## config.mk

```make
export PLATFORM = sky130hd
export DESIGN_NAME = fifo_reader
export DESIGN_NICKNAME = d
export VERILOG_FILES = /design/src/rtl/fifo_pkg.sv /design/src/rtl/fifo_reader_counter.sv /design/src/rtl/fifo_reader.sv
export SDC_FILE = /design/constraint.sdc
export NUM_CORES = 1
export LEC_CHECK = 0
export BUFFER_PORTS_ARGS = -buffer_cell sky130_fd_sc_hd__buf_2
export CORE_AREA = 2 2 60 62
export CTS_BUF_LIST = sky130_fd_sc_hd__clkbuf_4 sky130_fd_sc_hd__clkbuf_8
export CTS_CLUSTER_DIAMETER = 40
export DETAILED_ROUTE_END_ITERATION = 10
export DIE_AREA = 0 0 62 64
export GPL_TIMING_DRIVEN = 0
export MAX_ROUTING_LAYER = met4
export PLACE_DENSITY = 0.8
export SYNTH_ARGS = -nofsm -noshare
export SYNTH_HDL_FRONTEND = slang
export SYNTH_HIERARCHICAL = 1
export SYNTH_SLANG_ARGS = --single-unit
```

## constraint.sdc

```tcl
create_clock -name clk -period 2.5 [get_ports clk]
set_clock_uncertainty 0.2 [all_clocks]
set_input_delay 0.125 -clock clk [delete_from_list [all_inputs] [get_ports clk]]
set_output_delay 0.125 -clock clk [all_outputs]
set_load 0.02 [all_outputs]
```

## src/rtl/fifo_pkg.sv

```systemverilog
// Shared types and default sizes for the pixel FIFO reader and controller.
package fifo_pkg;

    localparam int unsigned PIX_WIDTH_DEF = 16;
    localparam int unsigned CNT_WIDTH_DEF = 8;
    localparam int unsigned TIMEOUT_DEF   = 15;

    typedef enum logic [1:0] {
        IDLE,
        REQ,
        HOLD,
        DONE
    } reader_state_t;

endpackage

```

## src/rtl/fifo_reader_counter.sv

```systemverilog
// Loadable up/down counter that saturates at either end instead of wrapping.
module counter #(
    parameter int unsigned WIDTH          = 8,
    parameter bit          inverseCounter = 1'b0
) (
    input  logic             clk,
    input  logic             reset,
    input  logic             load,
    input  logic [WIDTH-1:0] data,
    input  logic             en,
    output logic [WIDTH-1:0] count
);

    localparam logic [WIDTH-1:0] ONE = WIDTH'(1);

    logic [WIDTH-1:0] count_q, count_d;

    always_comb begin
        count_d = count_q;
        if (load) begin
            count_d = data;
        end else if (en) begin
            if (inverseCounter) begin
                if (count_q != '0) count_d = count_q - ONE;
            end else begin
                if (count_q != '1) count_d = count_q + ONE;
            end
        end
    end

    always_ff @(posedge clk or negedge reset) begin
        if (!reset) count_q <= '0;
        else        count_q <= count_d;
    end

    assign count = count_q;

endmodule

```

## src/rtl/fifo_reader.sv

```systemverilog
// Drains a programmed number of pixels from the FIFO read port and forwards them on valid/ready.
// Define FIFO_READER_CHECKSUM_EN to add an XOR checksum of delivered pixels.
module fifo_reader
    import fifo_pkg::*;
#(
    parameter int unsigned PIX_WIDTH = PIX_WIDTH_DEF,
    parameter int unsigned CNT_WIDTH = CNT_WIDTH_DEF,
    parameter int unsigned TIMEOUT   = TIMEOUT_DEF
) (
    input  logic                 clk,
    input  logic                 reset,
    input  logic                 start,
    input  logic [CNT_WIDTH-1:0] length,
    output logic                 req_out,
    input  logic                 ack_in,
    input  logic [PIX_WIDTH-1:0] pix_in,
    output logic                 pix_valid,
    output logic [PIX_WIDTH-1:0] pix_data,
    input  logic                 pix_ready,
    output logic                 busy,
    output logic                 done,
    output logic                 timeout_err,
    output logic [CNT_WIDTH-1:0] remaining
`ifdef FIFO_READER_CHECKSUM_EN
    ,
    output logic [PIX_WIDTH-1:0] checksum
`endif
);

    localparam int unsigned      TMO_W     = $clog2(TIMEOUT + 1);
    localparam logic [TMO_W-1:0] TMO_LIMIT = TMO_W'(TIMEOUT);
    localparam logic [TMO_W-1:0] TMO_ONE   = TMO_W'(1);
    localparam logic [CNT_WIDTH-1:0] CNT_ONE = CNT_WIDTH'(1);

    reader_state_t        state_q, state_d;
    logic [TMO_W-1:0]     tmo_q, tmo_d;
    logic [PIX_WIDTH-1:0] pix_data_q, pix_data_d;
    logic                 pix_valid_q, pix_valid_d;
    logic                 err_q, err_d;
    logic                 cnt_load, cnt_dec;

    // Only a start accepted in IDLE may reload the count; a start while busy is dropped.
    counter #(
        .WIDTH          (CNT_WIDTH),
        .inverseCounter (1'b1)
    ) u_remaining (
        .clk   (clk),
        .reset (reset),
        .load  (cnt_load),
        .data  (length),
        .en    (cnt_dec),
        .count (remaining)
    );

    always_comb begin
        state_d     = state_q;
        tmo_d       = '0;
        pix_data_d  = pix_data_q;
        pix_valid_d = pix_valid_q;
        err_d       = err_q;
        cnt_load    = 1'b0;
        cnt_dec     = 1'b0;
        req_out     = 1'b0;
        done        = 1'b0;
        case (state_q)
            IDLE: begin
                if (start) begin
                    cnt_load = 1'b1;
                    err_d    = 1'b0;
                    state_d  = (length != '0) ? REQ : DONE;
                end
            end
            REQ: begin
                req_out = 1'b1;
                if (ack_in) begin
                    pix_data_d  = pix_in;
                    pix_valid_d = 1'b1;
                    state_d     = HOLD;
                end else begin
                    tmo_d = (tmo_q == TMO_LIMIT) ? tmo_q : tmo_q + TMO_ONE;
                    if (tmo_d == TMO_LIMIT) begin
                        err_d   = 1'b1;
                        state_d = DONE;
                    end
                end
            end
            HOLD: begin
                if (pix_ready) begin
                    cnt_dec     = 1'b1;
                    pix_valid_d = 1'b0;
                    state_d     = (remaining == CNT_ONE) ? DONE : REQ;
                end
            end
            DONE: begin
                done        = 1'b1;
                pix_valid_d = 1'b0;
                state_d     = IDLE;
            end
            default: state_d = IDLE;
        endcase
    end

    always_ff @(posedge clk or negedge reset) begin
        if (!reset) begin
            state_q     <= IDLE;
            tmo_q       <= '0;
            pix_data_q  <= '0;
            pix_valid_q <= 1'b0;
            err_q       <= 1'b0;
        end else begin
            state_q     <= state_d;
            tmo_q       <= tmo_d;
            pix_data_q  <= pix_data_d;
            pix_valid_q <= pix_valid_d;
            err_q       <= err_d;
        end
    end

    assign busy        = (state_q != IDLE);
    assign pix_valid   = pix_valid_q;
    assign pix_data    = pix_data_q;
    assign timeout_err = err_q;

`ifdef FIFO_READER_CHECKSUM_EN
    logic [PIX_WIDTH-1:0] csum_q, csum_d;

    always_comb begin
        csum_d = csum_q;
        if (state_q == IDLE && start)           csum_d = '0;
        else if (state_q == HOLD && pix_ready)  csum_d = csum_q ^ pix_data_q;
    end

    always_ff @(posedge clk or negedge reset) begin
        if (!reset) csum_q <= '0;
        else        csum_q <= csum_d;
    end

    assign checksum = csum_q;
`endif

endmodule

```

==> flow_metrics.tcl, run 1 <==
set metrics [dict create \
    cts_buffers 5 \
    worst_hold_slack_ns 0.185 \
    clk_transition_reported_paths_ns 0.11 \
    drtPass1Iterations 4 \
    syn_to_final_growth_pct 43.3 \
    wl_per_cell_um 15.1 \
    core_sq_mm 0.00328 \
    grt_pass1_vias 1559 \
    grt_pass1_wl_um 7020 \
    start_kind "flop" \
    wl_um 4270 \
    place_congestion 0.891 \
    hold_path_class "in -> async" \
    hold_violations 0 \
    synth_edf_count 0 \
    htree_levels 2 \
    dp_hpwl_um 2640 \
    power_frac_seq_pct 36.2 \
    cts-root-buf "clkbuf_4" \
    status "complete, no violations" \
    syn_avg_cell_area_sq_um 11.5 \
    required_ns 2.52 \
    viasPerCell 5.24 \
    synth.distinct_cells 42 \
    dieArea_sq_mm 0.00397 \
    syn-num-nets 175 \
    placementRows 21 \
    postCtsSetupBuffers 0 \
    drc 0 \
    grt_overflow 0 \
    min_period_ns 2.10 \
    slew_headroom_pct 52.5 \
    drtIter0Drc 63 \
    clockBufferDepth 2 \
    antenna_left 0 \
    layout_commonest_cell "buf_2" \
    clkLatencyLatePin_ns 0.33 \
    drive_gt1_share_pct 38.4 \
    yosys_warnings 6 \
    routed-via-count 1482 \
    n_antenna_cell 0 \
    p_clk_share_pct 14.4 \
    io-pin-count 58 \
    critical_path_peak_fanout 8 \
    antenna_found_initial 0 \
    reg2reg_setup_slack_ns 0.40 \
    post-route-period-util_pct 84.0 \
    cts_tree "yes" \
    ys_ff_latch 32 \
    grt.total_usage_pct 24.9 \
    leakagePower_uw 0.00113 \
    fin_nets 268 \
    ys.flop_type "dfrtp_1" \
    power.switching_uw 1140 \
    clock_sinks 32 \
    fp.dieW_um 62 \
    tightestPinTransition_ns 0.712 \
    setup_viol 0 \
    switching_share_pct 42.1 \
    final_cell_mix "buf_2, dfrtp_1, dlygate4sd3_1" \
    die-height_um 64 \
    grt_max_degree 33 \
    cellPowerDensity_mw_per_mm2 1150 \
    p_int_uw 1570 \
    hold_buffers 29 \
    fmax_mhz 476 \
    netlist_area_sq_mm 0.00165 \
    fin_area_sq_mm 0.00236 \
    dpl-instance-area_sq_mm 0.00199 \
    vdd_drop_max_uv 604 \
    portBuffers 57 \
    rsz0062_at_grt "no" \
    setup_tns_ns 0 \
    start_util_pct 50.1 \
    fin_util_pct 71.8 \
    async_flop_share_pct 100 \
    slew_viol_final 0 \
    critPathCaptureType "flop" \
    total_power_uw 2710 \
    cts-resized-gates 0 \
    pwr-share-comb_pct 49.4 \
    arrival_ns 2.12 \
    ys_seq_area_share_pct 48.6 \
    netlist_instances 143 \
    path_class "reg -> reg" \
    maxCapViolCount 0 \
]
==> routing by layer <==
metal / vias up / GRT usage (%) / routed length [um]
li1: 704 / - / -
met1: 715 / 28.3 / 1710
met2: 50 / 41.5 / 2240
met3: 13 / 4.66 / 182
met4: 0 / 10.4 / 129
met5: - / - / 0
==> through the flow <==
step,cells,setup WS (ns)
2_1_floorplan,143,0.585
3_3_place_gp,246,0.428
3_5_place_dp,246,0.411
4_1_cts,283,0.399
5_1_grt,283,0.227
6_report,283,0.399
==> sequential cells by signal, indices dropped and copies added, names as in the netlist <==
register and flops:
tmo_q 4, pix_data 16, u_remaining/count 8, timeout_err 1, state_q 2, pix_valid 1
==> power groups by stage <==
| stage | Combinational (uW) | Clock [uW] | Sequential [uW] |
|---|---|---|---|
| 2_1_floorplan | 645 | 0 | 1200 |
| 3_3_place_gp | 1250 | 0 | 968 |
| 3_5_place_dp | 1270 | 0 | 980 |
| 4_1_cts | 1320 | 400 | 972 |
| 5_1_grt | 1450 | 423 | 1020 |
| 6_report | 1340 | 389 | 981 |
==> synth_stat cells, drive strengths merged, types with 2 or more instances <==
library cell  count  area share (%)
nor3              2            0.61
clkbuf            2            0.46
a21oi             4             1.2
mux2             16              13
a211oi            3             1.4
inv               5             1.1
dfrtp            32              49
nand3             3            0.91
ha                3             2.3
nor2             14             3.2
a22o              2             1.1
mux2i             3             1.8
xnor2             5             2.7
nor4              5             3.2
nand2b            2            0.76
o21ai             9             2.7
nor3b             2            0.91
nand2            11             3.0
nor4bb            2             1.2
==> worst max-delay path, stage by stage, from the launching register on <==
cell and delay (ns):
dfrtp_1 0.47, inv_1 0.11, and3_1 0.27, or3b_4 0.44, a211oi_1 0.28, xnor2_1 0.15
o21ai_1 0.07
==> cell type report <==
class / instances / area, sq um
fillers: 248 / 925
multi-input cells: 103 / 808
flip-flops and latches: 32 / 801
repair buffers: 86 / 576
well taps: 46 / 57.6
clock inverters: 3 / 42.5
clock buffers: 5 / 37.5
plain buffers: 3 / 18.8
inverters: 5 / 18.8
==> logic make-up after synthesis <==
logic type	share of synthesized area (%)
adders and majority gates	2.28
AOI/OAI and AO/OA	10.6
and+or+nand+nor	18.5
DFF	48.6
muxes	15.0
buffers and inverters	2.28
xor gates and xnor gates	2.66
==> final timing paths <==
check / start / depth (start not counted) / endpoint
max: state_q[0] / 6 / u_remaining/count[3]
min reg2reg: timeout_err / 1 / timeout_err
min in group clk: timeout_err / 1 / timeout_err
max reg2reg: state_q[0] / 6 / u_remaining/count[3]
min: reset / 2 / pix_data[14]
max in group asynchronous: reset / 2 / pix_data[12]
Note: power is estimated with default switching activity, not from simulation.
==> run 2, diff against run 1 <==
- CORE_AREA: 2 2 60 62 -> 2 2 63 65
- DIE_AREA: 0 0 62 64 -> 0 0 65 67
- PLACE_DENSITY: 0.8 -> 0.76
- clock period: 2.5 -> 1.7 ns (I/O delays scaled with it)
==> run 2 against run 1 <==
  * Flip-flop and latch count unchanged
  * Critical path depth increased by 1
  * Largest cell class unchanged
  * Highest routed layer unchanged
  * Total power increased by 78%
  * Core utilization increased by 6.5 points
  * Via count increased by 8.0%
  * Worst setup slack got worse by 0.67 ns
  * Clock-buffer cell count increased by 1
  * Combinational power increased by 100%
  * Non-clock buffer count increased by 28
  * Register-to-register slack got worse by 0.67 ns
  * The flow now finishes with violations (setup timing)
  * Cell count increased by 11%
==> flow_metrics.tcl, run 2 (same netlist as run 1, synthesis figures left out) <==
set metrics [dict create \
    worst_hold_slack_ns 0.146 \
    crit_slowest_cell "dfrtp_2" \
    critPathCaptureType "flop" \
    core_sq_mm 0.00361 \
    start_kind "flop" \
    timing.rr.end "u_remaining/count[3]" \
    path_class "reg -> reg" \
    dp_hpwl_um 2620 \
    dieArea_sq_mm 0.00436 \
    io-pin-count 58 \
    critPathMaxStageDelay_ns 0.42 \
    setup_viol 16 \
    fin_nets 296 \
    cts_buffers 5 \
    grt_pass1_vias 1593 \
    cts_tree "yes" \
    setup_tns_ns -1.24 \
    grt_overflow 0 \
    place_congestion 0.876 \
    top_layer_used "met4" \
    critical_path_peak_fanout 2 \
    min_period_ns 1.97 \
    routed-via-count 1601 \
    fin_util_pct 78.4 \
    grt_max_degree 33 \
    reg2reg_setup_slack_ns -0.27 \
    arrival_ns 1.93 \
    grt.total_usage_pct 23.4 \
    crit_cells 7 \
    drtIter0Drc 84 \
    hold-path-cell-count 4 \
    wl_per_cell_um 16.3 \
    drtPass1Iterations 4 \
    worst-path-buf-inv 2 \
    violations "setup timing" \
    fmax_mhz 508 \
    antenna_found_initial 0 \
    drive_gt1_share_pct 55.5 \
    hold_path_class "in -> reg" \
    status "finished, violations left" \
    final_cell_mix "buf_2, dlygate4sd3_1, dfrtp_1" \
    maxCapViolCount 0 \
    clockBufferDepth 2 \
    largest_reg_flops 16 \
    placementRows 22 \
    clkLatencyLatePin_ns 0.28 \
    cts-root-buf "clkbuf_8" \
    htree_levels 2 \
    crit_family "simple AND/OR/NAND/NOR gates" \
    required_ns 1.66 \
    finalWorstSetupSlack_ns -0.270 \
    m1WireLength_um 1980 \
    min_to "state_q[0]" \
    antenna_left 0 \
    tightestPinTransition_ns 0.729 \
    worstReg2RegStart "state_q[0]" \
    r2r.worst_path.cells 7 \
    route.met3.wl_um 238 \
    viasPerCell 5.12 \
    slew_viol_final 0 \
    leakagePower_uw 0.00131 \
    n_antenna_cell 0 \
    wl_met2_um 2780 \
    dpl.cell_count 248 \
    layout_commonest_cell "buf_2" \
    slew_headroom_pct 51.4 \
    rsz0062_at_grt "yes" \
    post-route-period-util_pct 116 \
    start_util_pct 45.7 \
    clk_transition_reported_paths_ns 0.07 \
    crit_chain "inv_2 -> and3_4 -> or3b_4 -> buf_6 -> a211oi_4 -> xnor2_1 -> o21ai_1" \
    portBuffers 57 \
    hold_violations 0 \
    fp.dieW_um 65 \
    grt_pass1_wl_um 7380 \
    cellPowerDensity_mw_per_mm2 1710 \
    syn_to_final_growth_pct 71.7 \
    drc 0 \
    fin_cells 313 \
    die-height_um 67 \
    vdd_drop_max_uv 1160 \
    clock_sinks 32 \
    holdCritStartpoint "pix_ready" \
    wl_um 5100 \
]
[run 2: cell types whose count changed in the layout (fill, tap and decap cells not counted), sizes merged]
cell | previous run | this run
clkbuf | 7 | 8
clkinvlp | 1 | 2
dlygate4sd3 | 29 | 28
clkinv | 1 | 0
bufinv | 1 | 0
buf | 58 | 87
[run 2: routing by layer]
| metal | vias up | global-route usage (%) |
|---|---|---|
| met5 | - | - |
| met2 | 58 | 43.2 |
| met3 | 8 | 6.59 |
| met1 | 777 | 23.7 |
| met4 | 0 | 8.24 |
| li1 | 758 | - |
[run 2: cell type report]
class,count,area [sq um]
Sequential cell,32,810
Buffer,3,50.0
Inverter,5,18.8
Fill cell,225,779
Tap cell,48,60.1
Clock inverter,2,15.0
Timing Repair Buffer,114,833
Clock buffer,6,82.6
Multi-Input combinational cell,103,957
[run 2: what timing repair did]
| item | in CTS | in global routing |
|---|---|---|
| resized for setup | 17 | 24 |
| cloned | 0 | 2 |
| endpoints found under the setup margin | 10 | 21 |
| setup buffers | 12 | 15 |
| pin swaps | 7 | 10 |
| hold buffers | 28 | 0 |
| endpoints found under the hold margin | 60 | 0 |
[run 2: tightest hold or removal path, delay by kind of cell]
kind / cells / cell delay (ns)
compound gates: 1 / 0.10
buf+inv: 2 / 0.23
simple gates: 1 / 0.18
[run 2: how the worst max path moves through the flow]
stage	from	end	slack, ns
2_1_floorplan	state_q[0]	u_remaining/count[7]	-0.12
3_3_place_gp	state_q[0]	u_remaining/count[7]	-0.23
3_5_place_dp	state_q[0]	u_remaining/count[7]	-0.23
4_1_cts	state_q[0]	u_remaining/count[7]	-0.18
5_1_grt	state_q[0]	u_remaining/count[3]	-0.30
6_report	state_q[0]	u_remaining/count[3]	-0.27
[run 2: where the power goes]
group | switching, uW | internal [uW] | leakage (uW)
Combinational | 1330 | 1410 | 0.000888
Clock | 292 | 327 | 0.0000434
Sequential | 360 | 1110 | 0.000384
[run 2: metrics by stage]
stage          instance area, sq um  setup slack, ns  power, uW
4_1_cts                        2560           -0.181       4290
3_3_place_gp                   2030           -0.226       3320
6_report                       2830           -0.270       4830
5_1_grt                        2830           -0.302       5120
2_1_floorplan                  1680           -0.123       2770
3_5_place_dp                   2030           -0.229       3360
==> run 3, diff against run 2 <==
--- a/config.mk
+++ b/config.mk
@@ -8,3 +8,3 @@
 export BUFFER_PORTS_ARGS = -buffer_cell sky130_fd_sc_hd__buf_2
-export CORE_AREA = 2 2 63 65
+export CORE_AREA = 3 3 64 66
 export CTS_BUF_LIST = sky130_fd_sc_hd__clkbuf_4 sky130_fd_sc_hd__clkbuf_8
@@ -12,3 +12,3 @@
 export DETAILED_ROUTE_END_ITERATION = 10
-export DIE_AREA = 0 0 65 67
+export DIE_AREA = 0 0 67 69
 export GPL_TIMING_DRIVEN = 0
==> constraint.sdc (replaced) <==
create_clock -name clk -period 1.7 [get_ports clk]
set_clock_uncertainty 0.2 [all_clocks]
set_input_delay 0.17 -clock clk [delete_from_list [all_inputs] [get_ports clk]]
set_output_delay 0.17 -clock clk [all_outputs]
set_load 0.02 [all_outputs]
==> run 3 against run 2 <==
  * The run ends with hold timing, setup timing left
  * Non-clock buffer count shrank 13
  * Sequential power is essentially flat
  * Global-route usage shrank 2.6 points
  * Hold slack lost 0.15 ns
  * Combinational power shrank 11%
  * Routed wire length shrank 5.4%
  * Worst setup slack gained 0.10 ns
  * Sequential share of layout area grew 1.9 points
  * Via count shrank 2.1%
  * Final area shrank 6.3%
  * Die area grew 6.2%
  * Critical path type unchanged
  * Critical endpoint unchanged
  * Largest cell class unchanged
==> flow_metrics.tcl, run 3 (same netlist as run 1, synthesis figures left out) <==
set metrics [dict create \
    path_class "reg -> reg" \
    fill_cells 257 \
    final_cell_mix "buf_2, dlygate4sd3_1, dfrtp_1" \
    fin_area_sq_mm 0.00265 \
    critPathCaptureType "flop" \
    wl_um 4830 \
    clock_sinks 32 \
    clockBufferDepth 2 \
    total_power_uw 4700 \
    finalWorstSetupSlack_ns -0.165 \
    status "finished, violations left" \
    seq_area_sq_um 810 \
    dp_hpwl_um 2630 \
    arrival_ns 1.83 \
    htree_levels 2 \
    placementRows 22 \
    p_int_uw 2820 \
    drc 0 \
    drtIter0Drc 59 \
    grt_pass1_wl_um 7140 \
    setup_tns_ns -0.858 \
    dpl-instance-area_sq_mm 0.00203 \
    antenna_left 0 \
    core_sq_mm 0.00363 \
    min_period_ns 1.86 \
    start_kind "flop" \
    antenna_found_initial 0 \
    cellPowerDensity_mw_per_mm2 1770 \
    leakagePower_uw 0.00124 \
    hold_violations 1 \
    required_ns 1.67 \
    drtPass1Iterations 5 \
    grt.total_usage_pct 20.8 \
    post-route-period-util_pct 110 \
    pwr-share-comb_pct 51.9 \
    fmax_mhz 536 \
    violations "hold timing, setup timing" \
    layout_commonest_cell "buf_2" \
    routed-via-count 1568 \
    grt_overflow 0 \
    power_frac_seq_pct 31.1 \
    cts-root-buf "clkbuf_8" \
    largest_reg_flops 16 \
    place_congestion 0.811 \
    tightestPinTransition_ns 0.737 \
    fp.dieW_um 67 \
    die-height_um 69 \
    dieArea_sq_mm 0.00462 \
    vdd_drop_max_uv 1020 \
    start_util_pct 45.3 \
    fin_nets 284 \
    clkLatencyLatePin_ns 0.28 \
    wl_per_cell_um 16.0 \
    portBuffers 57 \
    p_clk_share_pct 17.0 \
    maxCapViolCount 0 \
    viasPerCell 5.21 \
    cts_tree "yes" \
    worst_hold_slack_ns -0.00937 \
    slew_viol_final 0 \
    power.switching_uw 1880 \
    slew_headroom_pct 50.9 \
    setup_viol 9 \
    grt_pass1_vias 1611 \
    switching_share_pct 40.0 \
    multi_input_area_sq_um 927 \
    grt_max_degree 33 \
    cts_buffers 5 \
    critical_path_peak_fanout 5 \
    hold_path_class "in -> reg" \
    rsz0062_at_grt "yes" \
    n_antenna_cell 0 \
    syn_to_final_growth_pct 60.9 \
    drive_gt1_share_pct 53.0 \
    clk_transition_reported_paths_ns 0.07 \
    io-pin-count 58 \
]
[run 3: timing repair]
| action | CTS | global route |
|---|---|---|
| endpoints found under the setup margin | 10 | 22 |
| hold buffers | 26 | 0 |
| pin swaps | 6 | 17 |
| gates resized for setup | 17 | 11 |
| endpoints found under the hold margin | 57 | 0 |
| gates cloned | 0 | 1 |
| setup buffers | 13 | 7 |
[run 3: final cells by class]
class	instances	share of cell area [%]
plain buffers	2	0.567
multi-input cells	104	35.0
clock inverters	1	1.13
flip-flops and latches	32	30.6
inverters	5	0.709
clock buffers	7	3.64
repair buffers	102	26.1
well taps	48	2.27
[run 3: critical path, stage by stage, from the launching register on]
cell and delay (ns):
dfrtp_2 0.44, inv_2 0.06, and3_4 0.17, or3b_4 0.42
a211oi_2 0.24, xnor2_1 0.14, o21ai_1 0.09
[run 3: final timing paths]
| kind | from | end | slack, ns | cells after the start |
|---|---|---|---|---|
| setup / recovery | state_q[0] | u_remaining/count[3] | -0.16 | 6 |
| min in group asynchronous | reset | tmo_q[2] | 0.29 | 2 |
| max in group asynchronous | reset | tmo_q[0] | 0.50 | 2 |
| hold reg to reg | pix_valid | pix_valid | 0.31 | 2 |
| setup reg to reg | state_q[0] | u_remaining/count[3] | -0.16 | 6 |
| hold / removal | pix_ready | pix_valid | -0.009 | 4 |
[run 3: through the flow]
stage	hold WS, ns	worst slack [ns]	cells	utilization, %
5_1_grt	0.0334	-0.252	301	72.9
3_5_place_dp	0.0664	-0.228	248	55.8
4_1_cts	0.00144	-0.142	295	71.0
6_report	-0.00937	-0.165	301	72.9
3_3_place_gp	0.0566	-0.225	248	55.8
2_1_floorplan	-0.326	-0.123	143	-
[run 3: power groups by stage]
| stage | Sequential, uW | Clock [uW] | Combinational (uW) |
|---|---|---|---|
| final | 1460 | 799 | 2440 |
| after global routing | 1510 | 840 | 2620 |
| after floorplan | 1790 | 0 | 981 |
| after detailed placement | 1450 | 0 | 1900 |
| after CTS | 1460 | 814 | 2190 |
| after global placement | 1460 | 0 | 1860 |
[run 3: layer usage]
layer	vias up	share of wire [%]	global-route usage [%]
met1	753	41	23.0
li1	742	-	-
met4	0	2.2	7.43
met2	60	52	34.5
met5	-	0	-
met3	13	4.7	6.51
